## config.mk

```make
export PLATFORM = sky130hd
export DESIGN_NAME = ahb_rd_master_flat
export DESIGN_NICKNAME = d
export VERILOG_FILES = /design/src/rtl/ahb_pkg.sv /design/src/rtl/ahb_rd_master_if.sv /design/src/rtl/ahb_rd_fifo.sv /design/src/rtl/ahb_rd_master.sv /design/src/flat_wrapper.sv
export SDC_FILE = /design/constraint.sdc
export NUM_CORES = 1
export LEC_CHECK = 0
export BUFFER_PORTS_ARGS = -buffer_cell sky130_fd_sc_hd__buf_2
export CORE_UTILIZATION = 35
export CTS_BUF_LIST = sky130_fd_sc_hd__clkbuf_4 sky130_fd_sc_hd__clkbuf_8 sky130_fd_sc_hd__clkbuf_16
export CTS_CLUSTER_DIAMETER = 100
export CTS_CLUSTER_SIZE = 10
export DETAILED_ROUTE_END_ITERATION = 6
export GPL_ROUTABILITY_DRIVEN = 0
export HOLD_SLACK_MARGIN = 0.1
export PLACE_DENSITY = 0.65
export SLEW_MARGIN = 20
export SYNTH_ARGS = -nofsm -noshare
export SYNTH_HDL_FRONTEND = slang
export SYNTH_SLANG_ARGS = --single-unit
```

## constraint.sdc

```tcl
create_clock -name HCLK -period 2.7 [get_ports HCLK]
set_input_delay 0.27 -clock HCLK [delete_from_list [all_inputs] [get_ports HCLK]]
set_output_delay 0.27 -clock HCLK [all_outputs]
set_load 0.05 [all_outputs]
```

## src/rtl/ahb_pkg.sv

```systemverilog
// ahb_pkg -- shared definitions for the AHB read master slice.
//   HTRANS / HSIZE / HBURST encodings, read-master FSM state type,
//   read-data FIFO geometry and the latched command record.
package ahb_pkg;

    typedef enum logic [1:0] {
        HTRANS_IDLE   = 2'b00,
        HTRANS_BUSY   = 2'b01,
        HTRANS_NONSEQ = 2'b10,
        HTRANS_SEQ    = 2'b11
    } htrans_e;

    localparam logic [2:0] HSIZE_WORD    = 3'b010;
    localparam logic [2:0] HBURST_SINGLE = 3'b000;

    typedef enum logic [1:0] {
        ST_IDLE  = 2'b00,
        ST_ADDR  = 2'b01,
        ST_DRAIN = 2'b10
    } rd_state_e;

    localparam int FIFO_DEPTH = 4;
    localparam int FIFO_CNT_W = $clog2(FIFO_DEPTH) + 1;

    // Active command: next address to issue and words still to issue.
    typedef struct packed {
        logic [31:0] addr;
        logic [11:0] cnt;
    } rd_cmd_t;

endpackage

```

## src/rtl/ahb_rd_master_if.sv

```systemverilog
// ahb_rd_master_if -- AHB-Lite read-side bus bundle.
//   master modport: drives HADDR/HTRANS/HWRITE/HSIZE/HBURST,
//                   samples HREADY/HRDATA/HRESP.
//   slave  modport: the mirror image.
interface ahb_rd_master_if;
    logic [31:0] HADDR;
    logic [1:0]  HTRANS;
    logic        HWRITE;
    logic [2:0]  HSIZE;
    logic [2:0]  HBURST;
    logic        HREADY;
    logic [31:0] HRDATA;
    logic        HRESP;

    modport master (
        output HADDR, HTRANS, HWRITE, HSIZE, HBURST,
        input  HREADY, HRDATA, HRESP
    );

    modport slave (
        input  HADDR, HTRANS, HWRITE, HSIZE, HBURST,
        output HREADY, HRDATA, HRESP
    );
endinterface

```

## src/rtl/ahb_rd_fifo.sv

```systemverilog
// ahb_rd_fifo -- small synchronous FIFO for read-data words.
//   clk/rst     : clock, asynchronous active-high reset (empties the FIFO)
//   push/wdata  : write strobe and data; accepted when not full, or when
//                 full and popping in the same cycle
//   pop/rdata   : read strobe and head word; rdata reads 0 while empty
//   full/empty  : status flags
//   count       : current occupancy 0..DEPTH
module ahb_rd_fifo #(
    parameter int DEPTH = 4,
    parameter int WIDTH = 32
) (
    input  logic                     clk,
    input  logic                     rst,
    input  logic                     push,
    input  logic [WIDTH-1:0]         wdata,
    input  logic                     pop,
    output logic [WIDTH-1:0]         rdata,
    output logic                     full,
    output logic                     empty,
    output logic [$clog2(DEPTH):0]   count
);
    localparam int AW = $clog2(DEPTH);

    logic [DEPTH-1:0][WIDTH-1:0] mem;
    logic [AW-1:0]               wptr, rptr;
    logic [AW:0]                 cnt;
    logic                        do_push, do_pop;

    assign empty   = (cnt == '0);
    assign full    = (cnt == (AW+1)'(DEPTH));
    assign count   = cnt;
    assign do_pop  = pop & ~empty;
    assign do_push = push & (~full | do_pop);
    assign rdata   = empty ? '0 : mem[rptr];

    always_ff @(posedge clk or posedge rst) begin
        if (rst) begin
            wptr <= '0;
            rptr <= '0;
            cnt  <= '0;
        end else begin
            if (do_push) wptr <= wptr + 1'b1;
            if (do_pop)  rptr <= rptr + 1'b1;
            case ({do_push, do_pop})
                2'b10:   cnt <= cnt + 1'b1;
                2'b01:   cnt <= cnt - 1'b1;
                default: cnt <= cnt;
            endcase
        end
    end

    // Storage is not reset; rdata is masked while empty instead.
    always_ff @(posedge clk) begin
        if (do_push) mem[wptr] <= wdata;
    end

endmodule

```

## src/rtl/ahb_rd_master.sv

```systemverilog
// ahb_rd_master -- AHB-Lite master that reads word_cnt 32-bit words from
// start_addr using SINGLE NONSEQ transfers and streams them out through a
// 4-deep FIFO with valid/ready.
//   HCLK, HRESET           : clock, asynchronous active-high reset
//   start/start_addr/word_cnt : command strobe (sampled in IDLE), byte
//                            address (bits[1:0] ignored), word count 0..2048
//   busy, done             : command in progress / one-cycle completion pulse
//   ahb (master modport)   : AHB address/control out, HREADY/HRDATA/HRESP in
//   rd_data/rd_valid/rd_ready : read-data stream
//   err                    : sticky error flag, only when AHB_RD_MASTER_ERR_EN
//                            is defined (ERROR responses abort the command);
//                            otherwise HRESP is ignored.
module ahb_rd_master
    import ahb_pkg::*;
(
    input  logic            HCLK,
    input  logic            HRESET,
    input  logic            start,
    input  logic [31:0]     start_addr,
    input  logic [11:0]     word_cnt,
    output logic            busy,
    output logic            done,
    ahb_rd_master_if.master ahb,
    output logic [31:0]     rd_data,
    output logic            rd_valid,
    input  logic            rd_ready
`ifdef AHB_RD_MASTER_ERR_EN
    ,
    output logic            err
`endif
);
    rd_state_e             state, state_nxt;
    rd_cmd_t               cmd_q, cmd_nxt;
    logic                  dp_pend, dp_pend_nxt;  // a data phase is in flight
    logic                  done_nxt;
    logic                  start_acc;
    logic [FIFO_CNT_W-1:0] fifo_cnt;
    logic                  fifo_full, fifo_empty;
    logic [3:0]            occ_sum;
    logic                  credit_ok, issue, accept, data_done;
    logic                  push, pop, err_hit, err_end;
    logic                  unused_sig;

    assign unused_sig = ^{start_addr[1:0], fifo_full, ahb.HRESP};

`ifdef AHB_RD_MASTER_ERR_EN
    // ERROR seen in the data phase: cancel the address phase on the bus now
    // (first ERROR cycle has HREADY=0) and drop the errored word.
    assign err_hit = dp_pend & ahb.HRESP;
`else
    assign err_hit = 1'b0;
`endif
    assign err_end = err_hit & ahb.HREADY;

    // A word slot is reserved for the in-flight data phase, so the FIFO can
    // never be pushed beyond its depth.
    assign occ_sum   = {1'b0, fifo_cnt} + {3'b000, dp_pend};
    assign credit_ok = (occ_sum < 4'(FIFO_DEPTH));

    // While HREADY is low neither occupancy can grow nor dp_pend change, so
    // an issued NONSEQ stays on the bus until accepted.
    assign issue     = (state == ST_ADDR) & credit_ok & ~err_hit;
    assign accept    = issue & ahb.HREADY;
    assign data_done = dp_pend & ahb.HREADY;
    assign push      = data_done & ~err_hit;
    assign pop       = rd_valid & rd_ready;

    assign ahb.HADDR  = cmd_q.addr;
    assign ahb.HTRANS = issue ? HTRANS_NONSEQ : HTRANS_IDLE;
    assign ahb.HWRITE = 1'b0;
    assign ahb.HSIZE  = HSIZE_WORD;
    assign ahb.HBURST = HBURST_SINGLE;

    assign busy     = (state != ST_IDLE);
    assign rd_valid = ~fifo_empty;

    always_comb begin
        state_nxt   = state;
        cmd_nxt     = cmd_q;
        dp_pend_nxt = dp_pend;
        done_nxt    = 1'b0;
        start_acc   = 1'b0;

        if (data_done) dp_pend_nxt = 1'b0;
        if (accept) begin
            dp_pend_nxt  = 1'b1;
            cmd_nxt.addr = cmd_q.addr + 32'd4;  // wraps FFFF_FFFC -> 0
            cmd_nxt.cnt  = cmd_q.cnt - 12'd1;
        end

        case (state)
            ST_IDLE: begin
                if (start) begin
                    start_acc    = 1'b1;
                    cmd_nxt.addr = {start_addr[31:2], 2'b00};
                    cmd_nxt.cnt  = word_cnt;
                    // Zero-length command passes straight through DRAIN.
                    state_nxt    = (word_cnt == 12'd0) ? ST_DRAIN : ST_ADDR;
                end
            end
            ST_ADDR: begin
                if (err_end) begin
                    state_nxt = ST_IDLE;
                    done_nxt  = 1'b1;
                end else if (accept && cmd_q.cnt == 12'd1) begin
                    state_nxt = ST_DRAIN;
                end
            end
            ST_DRAIN: begin
                if (!dp_pend || ahb.HREADY) begin
                    state_nxt = ST_IDLE;
                    done_nxt  = 1'b1;
                end
            end
            default: state_nxt = ST_IDLE;
        endcase
    end

    always_ff @(posedge HCLK or posedge HRESET) begin
        if (HRESET) begin
            state   <= ST_IDLE;
            cmd_q   <= '0;
            dp_pend <= 1'b0;
            done    <= 1'b0;
        end else begin
            state   <= state_nxt;
            cmd_q   <= cmd_nxt;
            dp_pend <= dp_pend_nxt;
            done    <= done_nxt;
        end
    end

`ifdef AHB_RD_MASTER_ERR_EN
    always_ff @(posedge HCLK or posedge HRESET) begin
        if (HRESET)         err <= 1'b0;
        else if (start_acc) err <= 1'b0;
        else if (err_end)   err <= 1'b1;
    end
`else
    logic unused_start_acc;
    assign unused_start_acc = start_acc;
`endif

    ahb_rd_fifo #(.DEPTH(FIFO_DEPTH), .WIDTH(32)) u_fifo (
        .clk   (HCLK),
        .rst   (HRESET),
        .push  (push),
        .wdata (ahb.HRDATA),
        .pop   (pop),
        .rdata (rd_data),
        .full  (fifo_full),
        .empty (fifo_empty),
        .count (fifo_cnt)
    );

endmodule

```

## src/flat_wrapper.sv

```systemverilog
// flat-port wrapper written by rule: the top's interface ports become plain ports
module ahb_rd_master_flat import ahb_pkg::*;
  (HCLK, HRESET, start, start_addr, word_cnt, busy, done, rd_data, rd_valid, rd_ready, ahb_HADDR, ahb_HTRANS, ahb_HWRITE, ahb_HSIZE, ahb_HBURST, ahb_HREADY, ahb_HRDATA, ahb_HRESP);
  ahb_rd_master_if ahb_i ();
  input  logic HCLK;
  input  logic HRESET;
  input  logic start;
  input  logic [31:0] start_addr;
  input  logic [11:0] word_cnt;
  output logic busy;
  output logic done;
  output logic [31:0] rd_data;
  output logic rd_valid;
  input  logic rd_ready;
  output wire logic [$bits(ahb_i.HADDR)-1:0] ahb_HADDR;
  output wire logic [$bits(ahb_i.HTRANS)-1:0] ahb_HTRANS;
  output wire logic [$bits(ahb_i.HWRITE)-1:0] ahb_HWRITE;
  output wire logic [$bits(ahb_i.HSIZE)-1:0] ahb_HSIZE;
  output wire logic [$bits(ahb_i.HBURST)-1:0] ahb_HBURST;
  input wire logic [$bits(ahb_i.HREADY)-1:0] ahb_HREADY;
  input wire logic [$bits(ahb_i.HRDATA)-1:0] ahb_HRDATA;
  input wire logic [$bits(ahb_i.HRESP)-1:0] ahb_HRESP;
  assign ahb_HADDR = ahb_i.HADDR;
  assign ahb_HTRANS = ahb_i.HTRANS;
  assign ahb_HWRITE = ahb_i.HWRITE;
  assign ahb_HSIZE = ahb_i.HSIZE;
  assign ahb_HBURST = ahb_i.HBURST;
  assign ahb_i.HREADY = ahb_HREADY;
  assign ahb_i.HRDATA = ahb_HRDATA;
  assign ahb_i.HRESP = ahb_HRESP;
  ahb_rd_master u_core (.HCLK(HCLK), .HRESET(HRESET), .start(start), .start_addr(start_addr), .word_cnt(word_cnt), .busy(busy), .done(done), .ahb(ahb_i), .rd_data(rd_data), .rd_valid(rd_valid), .rd_ready(rd_ready));
endmodule
```

==> results.md, run 1 <==
* P&R area growth vs syn at 26.9%
* Vias in the first global route at 5484
* Critical path's slowest cell: dfrtp_1
* Ys flop type: edfxtp_1
* Iteration-0 DRC Markers at 307
* Outcome: completed
* Post-Layout Cell Count at around 1100
* Post-synth top area share at a little under half
* Post-synthesis mux area share at 8.85%
* Final period util at 83.7%
* Die width at roughly 160 microns
* # placed instances at between 1000 and 1500
* Final Instance Area at around 10000 sq um
* Die Span Y at approximately 160 microns
* Worst-Skew Late Latency at between 0.4 and 0.5 ns
* Setup Skew at 0.0159 ns
* Crit end category: output pin
* Startpoint type of the worst setup path: flop
* HPWL Detailed at roughly 11000 microns
* Sequential share of the synthesized area at a little over three fifths
* I/O Pins at 158
* First-pass GRT wire length at 28200 microns
* Clock-pin slew on the worst setup and hold paths at roughly 0.08 ns
* Full die area at 24200 sq um
* Setup violators final at 0
* CTS Sinks at roughly 180
* Critical path's largest stage delay at 0.59 ns
* Slew Viols, Final at 0
* Routed Wire Length at 17300 microns
* Total GRT Usage at around 15%
* Setup TNS at 0 ns
* Largest area contributor in the netlist: edfxtp_1
* PostCTS Resize Cnt at 0
* Via count at ~5300
* Synth unique cells at 46
* FP Rows at 55
* Top routing layer in use: met4
* DRC viols at 0
* Largest family of logic cells by synthesized area: simple AND/OR/NAND/NOR gates
* Avg Cell Area, Syn at 13.7 sq um
* Crit path DAT at slightly below 2 ns
* Ys async rst share at between 20% and 30%
* CP Max Fanout at 26
* Crit path setup slack, layout at 0.441 ns
* Overflow after GRT at 0
* Synth warnings at 0
* Largest net degree at the start of global routing at 54
* Actual slew at the worst max-slew pin at roughly 0.69 ns
* Maxcap violations at 0
* Synth Area in Adders at 1.30%
* Post-Place Cell Area at a little over 9000 sq um
* Sw Pwr at approximately 5.5 mW
* Post-synth EDFFs at about 130
* Share of post-route cells with drive strength above 1 at 29.7%
* Final Total Pwr at 12.1 mW
* CTS max path bufs at 2
* Register share of total power at about 34%
* PwrDens at about 1200 nW/um^2
* Internal power at roughly 6.6 mW
* Worst endpoint required time at roughly 2.4 ns
* Worst path bufs/invs at 2
* Met3 Wirelength at 429 microns
* Nets at ~900
* Leak Pwr at between 3 and 4 nW
* I/O Buffers at about 140
* Critical path type: reg -> out
* Clock power frac at approximately a fifth
* CP Cell Sequence: buf_12 -> mux4_2 -> and2_1 -> buf_2
* Final hold vios at 0
* M1 wire length at 7460 microns
* Initial antenna violation count at 0
* Syn Inst Count at around 600
* Pre-CTS setup slack at 0.631 ns
* H-tree depth at 4
* Min Tclk post-route at approximately 2.3 ns
* Core area at ~23000 sq um
* Synth Area in Compound Gates at 4.26%
* Worst vdd ir at 459 uV
* Post-Synth XOR/XNOR Area at between 4 and 5%
* Synth top area cells: edfxtp_1 (47%), dfrtp_1 (16%), mux4_2 (8.7%)
* Net Sw Frac at 45.4%
* Max-slew headroom at 54.2%
* Post-DRT Antenna Nets at 0
* Vias per inst at 4.72
* Top achievable clock speed at roughly 0.44 GHz
* CTS tree: done
* Drt wl/cell at roughly 15 microns
* CTS Root Cell: clkbuf_16
* Hold Crit Class: in -> reg
* Commonest cells in the netlist: edfxtp_1 (128), nand2_1 (54), dfrtp_1 (53), buf_4 (42), and2_1 (40)
* Met2 wire length at roughly 9000 microns
* RSZ-0062 raised after global routing: no
* Simple-gate area share of the yosys netlist at 12.8%
* Cts bufs inserted at 17
* DRT Pass-1 Iters at 5
* #FFs+latches synth at approximately 180
* Cell area after synthesis at about 8300 sq um
* Top delay family on crit path: flip-flops
* Count leader, synth: edfxtp_1
* Combinational Power Share at between 40 and 50%
* Starting Density at a little over a third
## what timing repair did
item                      4_1_cts  5_1_grt
hold endpoints to repair      218        0
setup buffers                   0        0
hold buffers                   70        0
## state kept, by name, indices dropped and copies added, names as in the netlist
signal,cells
u_core.u_fifo.mem,128
u_core.dp_pend,1
u_core.cmd_q,12
u_core.state,2
u_core.u_fifo.count,3
u_core.u_fifo.rptr,2
u_core.ahb.HADDR,30
u_core.u_fifo.wptr,2
u_core.done,1
## layer usage
layer	track usage, %	up-vias
met2	26.2	101
met1	18.6	2612
met5	0	-
met3	2.72	29
li1	-	2531
met4	6.35	0
## worst register-to-register path: cells and delay by family, from the launching register on
kind / cells / cell delay, ns
buf+inv: 1 / 0.36
simple gates: 2 / 0.44
compound gates: 1 / 0.49
flops: 1 / 0.42
## layout by cell type, fill, tap and decap left out, types with 7 or more instances in the layout
master and instances:
buf_2 144, edfxtp_1 128, dlygate4sd3_1 70, nand2_1 54, dfrtp_1 52, and2_1 39, o21ai_0 34, mux4_2 32
nor2_1 26, xnor2_1 26, nand3_1 17, clkbuf_16 17, xor2_1 14, buf_4 12, a21oi_1 11, inv_1 10
conb_1 10, nor3_1 9, nand4_1 9, nor4_1 8, ha_1 7
## layout make-up
cell class,count,area [sq um]
antenna,1,2.50
clock buffer,17,425
clock inverter,15,209
fill,2093,12400
inverter,11,41.3
multi-input combinational,350,2640
sequential,181,5170
tap,313,392
timing repair buffer,230,1590
## kinds of logic after synthesis
logic type               Yosys count
AND/OR/NAND/NOR                  195
flip-flops                       181
buffers and inverters             79
AO/OA/AOI/OAI                     64
XOR/XNOR                          40
multiplexers                      33
adder cells (fa/ha/maj)            8
other                              2
## power by group through the flow
stage | logic [mW] | clock network (mW) | registers [mW]
floorplan | 4.57 | 0 | 3.97
global placement | 5.36 | 0 | 4.10
detailed placement | 5.39 | 0 | 4.12
CTS | 5.48 | 2.65 | 4.06
global route | 5.81 | 2.77 | 4.15
finish | 5.42 | 2.59 | 4.06
## worst paths after layout
path | from | endpoint | slack (ns) | cells past startpoint
min in group asynchronous | HRESET | u_core.ahb.HADDR[29]$_DFF_PP0_ | 0.55 | 4
hold / removal | start_addr[3] | u_core.ahb.HADDR[3]$_DFF_PP0_ | 0.12 | 3
setup / recovery | u_core.u_fifo.rptr[1]$_DFFE_PP0P_ | rd_data[26] | 0.44 | 4
hold reg to reg | u_core.state[0]$_DFFE_PP0P_ | u_core.done$_DFF_PP0_ | 0.52 | 1
setup reg to reg | u_core.dp_pend$_DFFE_PP0P_ | u_core.u_fifo.mem[44]$_DFFE_PP_ | 0.66 | 4
max in group asynchronous | HRESET | u_core.u_fifo.rptr[0]$_DFFE_PP0P_ | 1.65 | 4
## stage by stage
stage / hold slack, ns / util [%]
4_1_cts: 0.101 / 45.8
5_1_grt: 0.118 / 45.8
3_5_place_dp: 0.484 / 40.0
2_1_floorplan: 0.369 / -
3_3_place_gp: 0.472 / 40.0
6_report: 0.117 / 45.8
Note: power is estimated with default switching activity, not from simulation.
==> run 2, diff against run 1 <==
==> constraint.sdc (replaced) <==
create_clock -name HCLK -period 2.1 [get_ports HCLK]
set_input_delay 0.21 -clock HCLK [delete_from_list [all_inputs] [get_ports HCLK]]
set_output_delay 0.21 -clock HCLK [all_outputs]
set_load 0.05 [all_outputs]
==> results.md, run 2 (same netlist as run 1, synthesis figures left out) <==
* Outcome: finished, violations left
* Failing checks: negative setup slack
* Iteration-0 DRC Markers at 287 (-6.5%)
* Hold Path End: u_core.u_fifo.rptr[0]$_DFFE_PP0P_
* Worst R2R Path Depth at 6 (+2)
* Cts bufs inserted at 17 (unchanged)
* Maxcap violations at 0 (unchanged)
* Slew Viols, Final at 0 (unchanged)
* Worst vdd ir at 702 uV (+53%)
* First-pass GRT wire length at 29100 microns (+3.2%)
* Setup violators final at 26 (+26)
* Die width at 156 microns (unchanged)
* FF-to-FF Start: u_core.u_fifo.count[2]$_DFFE_PP0P_
* Worst endpoint required time at 1.89 ns (-0.54 ns)
* FF-to-FF setup slack at 0.19 ns (-0.47 ns)
* Leak Pwr at 4.19 nW (+6.7%)
* Hold Crit Class: in -> reg
* Most frequent cells in the layout: edfxtp_1 (128), buf_2 (112), dlygate4sd3_1 (76)
* CTS max path bufs at 2 (unchanged)
* Min Tclk post-route at roughly 2.1 ns
* Routed Wire Length at 18200 microns (+5.6%)
* Crit path setup slack, layout at -0.0450 ns (-0.486 ns)
* Max reg flops at 128 (unchanged)
* Critical path type: reg -> out
* DRC viols at 0 (unchanged)
* RSZ-0062 raised after global routing: yes
* Final period util at 102%
* P&R area growth vs syn at 33.9%
* Via count at 5394 (+2.3%)
* Die Span Y at 156 microns (unchanged)
* Full die area at 24200 sq um (unchanged)
* HP Start: rd_ready
* Crit end category: output pin
* Final Total Pwr at 17.0 mW (+41%)
* CTS tree: done
* FP Rows at 55 (unchanged)
* Startpoint type of the worst setup path: flop
* Share of post-route cells with drive strength above 1 at 35.4% (+5.6 points)
* Final hold vios at 0 (unchanged)
* Vias per inst at 4.73 (+0.32%)
* Worst-Skew Late Latency at 0.43 ns (about the same)
* Vias in the first global route at 5627 (+2.6%)
* Setup Skew at 0.0131 ns (-0.00285 ns)
* WHS Path Cells at 3 (unchanged)
* I/O Buffers at 144 (unchanged)
* H-tree depth at 4 (unchanged)
* CP Max Fanout at 6 (-77%)
* RR Endpoint: u_core.ahb.HADDR[29]$_DFF_PP0_
* Most common cell after layout, fill and taps aside: edfxtp_1
* Total GRT Usage at 15.8% (+0.63 points)
* Post-DRT Antenna Nets at 0 (unchanged)
* Clock-pin slew on the worst setup and hold paths at 0.07 ns (about the same)
* HPWL Detailed at 11100 microns (+0.27%)
* Starting Density at 36.1% (unchanged)
* Core area at 22800 sq um (unchanged)
* Crit path DAT at 1.93 ns (-0.06 ns)
* CTS Sinks at 181 (unchanged)
* I/O Pins at 158 (unchanged)
* Drt wl/cell at 16.0 microns (+3.5%)
* Largest net degree at the start of global routing at 36 (-33%)
* PwrDens at 1540 nW/um^2 (+34%)
* Overflow after GRT at 0 (unchanged)
* Top achievable clock speed at roughly 0.47 GHz
* CTS Root Cell: clkbuf_16
* DRT Pass-1 Iters at 5 (unchanged)
* Largest Register: u_core.u_fifo.mem
* Setup TNS at -0.724 ns (-0.724 ns)
* Nets at 903 (+2.5%)
* Initial antenna violation count at 1 (+1)
[run 2: critical path, stage by stage, from the launching register on]
cell,delay [ns]
dfrtp_2,0.40
buf_6,0.15
buf_12,0.14
mux4_2,0.50
and2_4,0.18
buf_6,0.14
[run 2: per-stage QoR]
stage	area [sq um]	hold slack [ns]	setup WS (ns)	util, %	instances
floorplan	8300	0.309	-0.0178	-	610
global placement	9270	0.252	0.208	40.6	1024
detailed placement	9270	0.249	0.171	40.6	1024
CTS	11000	0.102	-0.0858	48.3	1139
global route	11100	0.124	-0.114	48.4	1140
finish	11100	0.124	-0.0450	48.4	1140
[run 2: routing by layer]
layer | track usage, % | up-vias | share of wire, %
met5 | 0 | - | 0
met4 | 8.08 | 0 | 3.6
met3 | 3.08 | 48 | 3.2
met2 | 27.1 | 131 | 52
met1 | 18.9 | 2639 | 42
li1 | - | 2576 | -
[run 2: how the worst max path moves through the flow]
stage	start	slack, ns	cells after the start	to
floorplan	u_core.u_fifo.count[2]$_DFFE_PP0P_	-0.02	9	u_core.u_fifo.count[1]$_DFFE_PP0P_
global placement	u_core.u_fifo.count[2]$_DFFE_PP0P_	0.21	6	u_core.ahb.HADDR[20]$_DFF_PP0_
detailed placement	u_core.u_fifo.count[2]$_DFFE_PP0P_	0.17	5	u_core.ahb.HADDR[31]$_DFF_PP0_
CTS	u_core.u_fifo.rptr[0]$_DFFE_PP0P_	-0.09	5	rd_data[1]
global route	u_core.u_fifo.rptr[0]$_DFFE_PP0P_	-0.11	5	rd_data[14]
finish	u_core.u_fifo.rptr[0]$_DFFE_PP0P_	-0.04	5	rd_data[5]
[run 2: timing repair]
action | in CTS | in global routing
buffers inserted | 5 | 0
hold endpoints to repair | 189 | 0
hold buffers | 76 | 0
setup endpoints to repair | 32 | 32
gates resized for setup | 105 | 4
cloned | 2 | 1
pin swaps | 0 | 0
[run 2: where the power goes]
group	internal, mW	switching, mW	total (mW)	leakage (nW)
clock network	1.64	1.61	3.26	0.293
logic	3.51	5.06	8.57	2.10
registers	4.56	0.619	5.18	1.80
[run 2: layout make-up]
type | count | area [sq um]
Timing Repair Buffer | 252 | 2110
Multi-Input combinational cell | 350 | 2720
Inverter | 11 | 41.3
Antenna cell | 1 | 2.50
Fill cell | 1995 | 11800
Clock inverter | 15 | 191
Sequential cell | 181 | 5170
Clock buffer | 17 | 425
Tap cell | 313 | 392
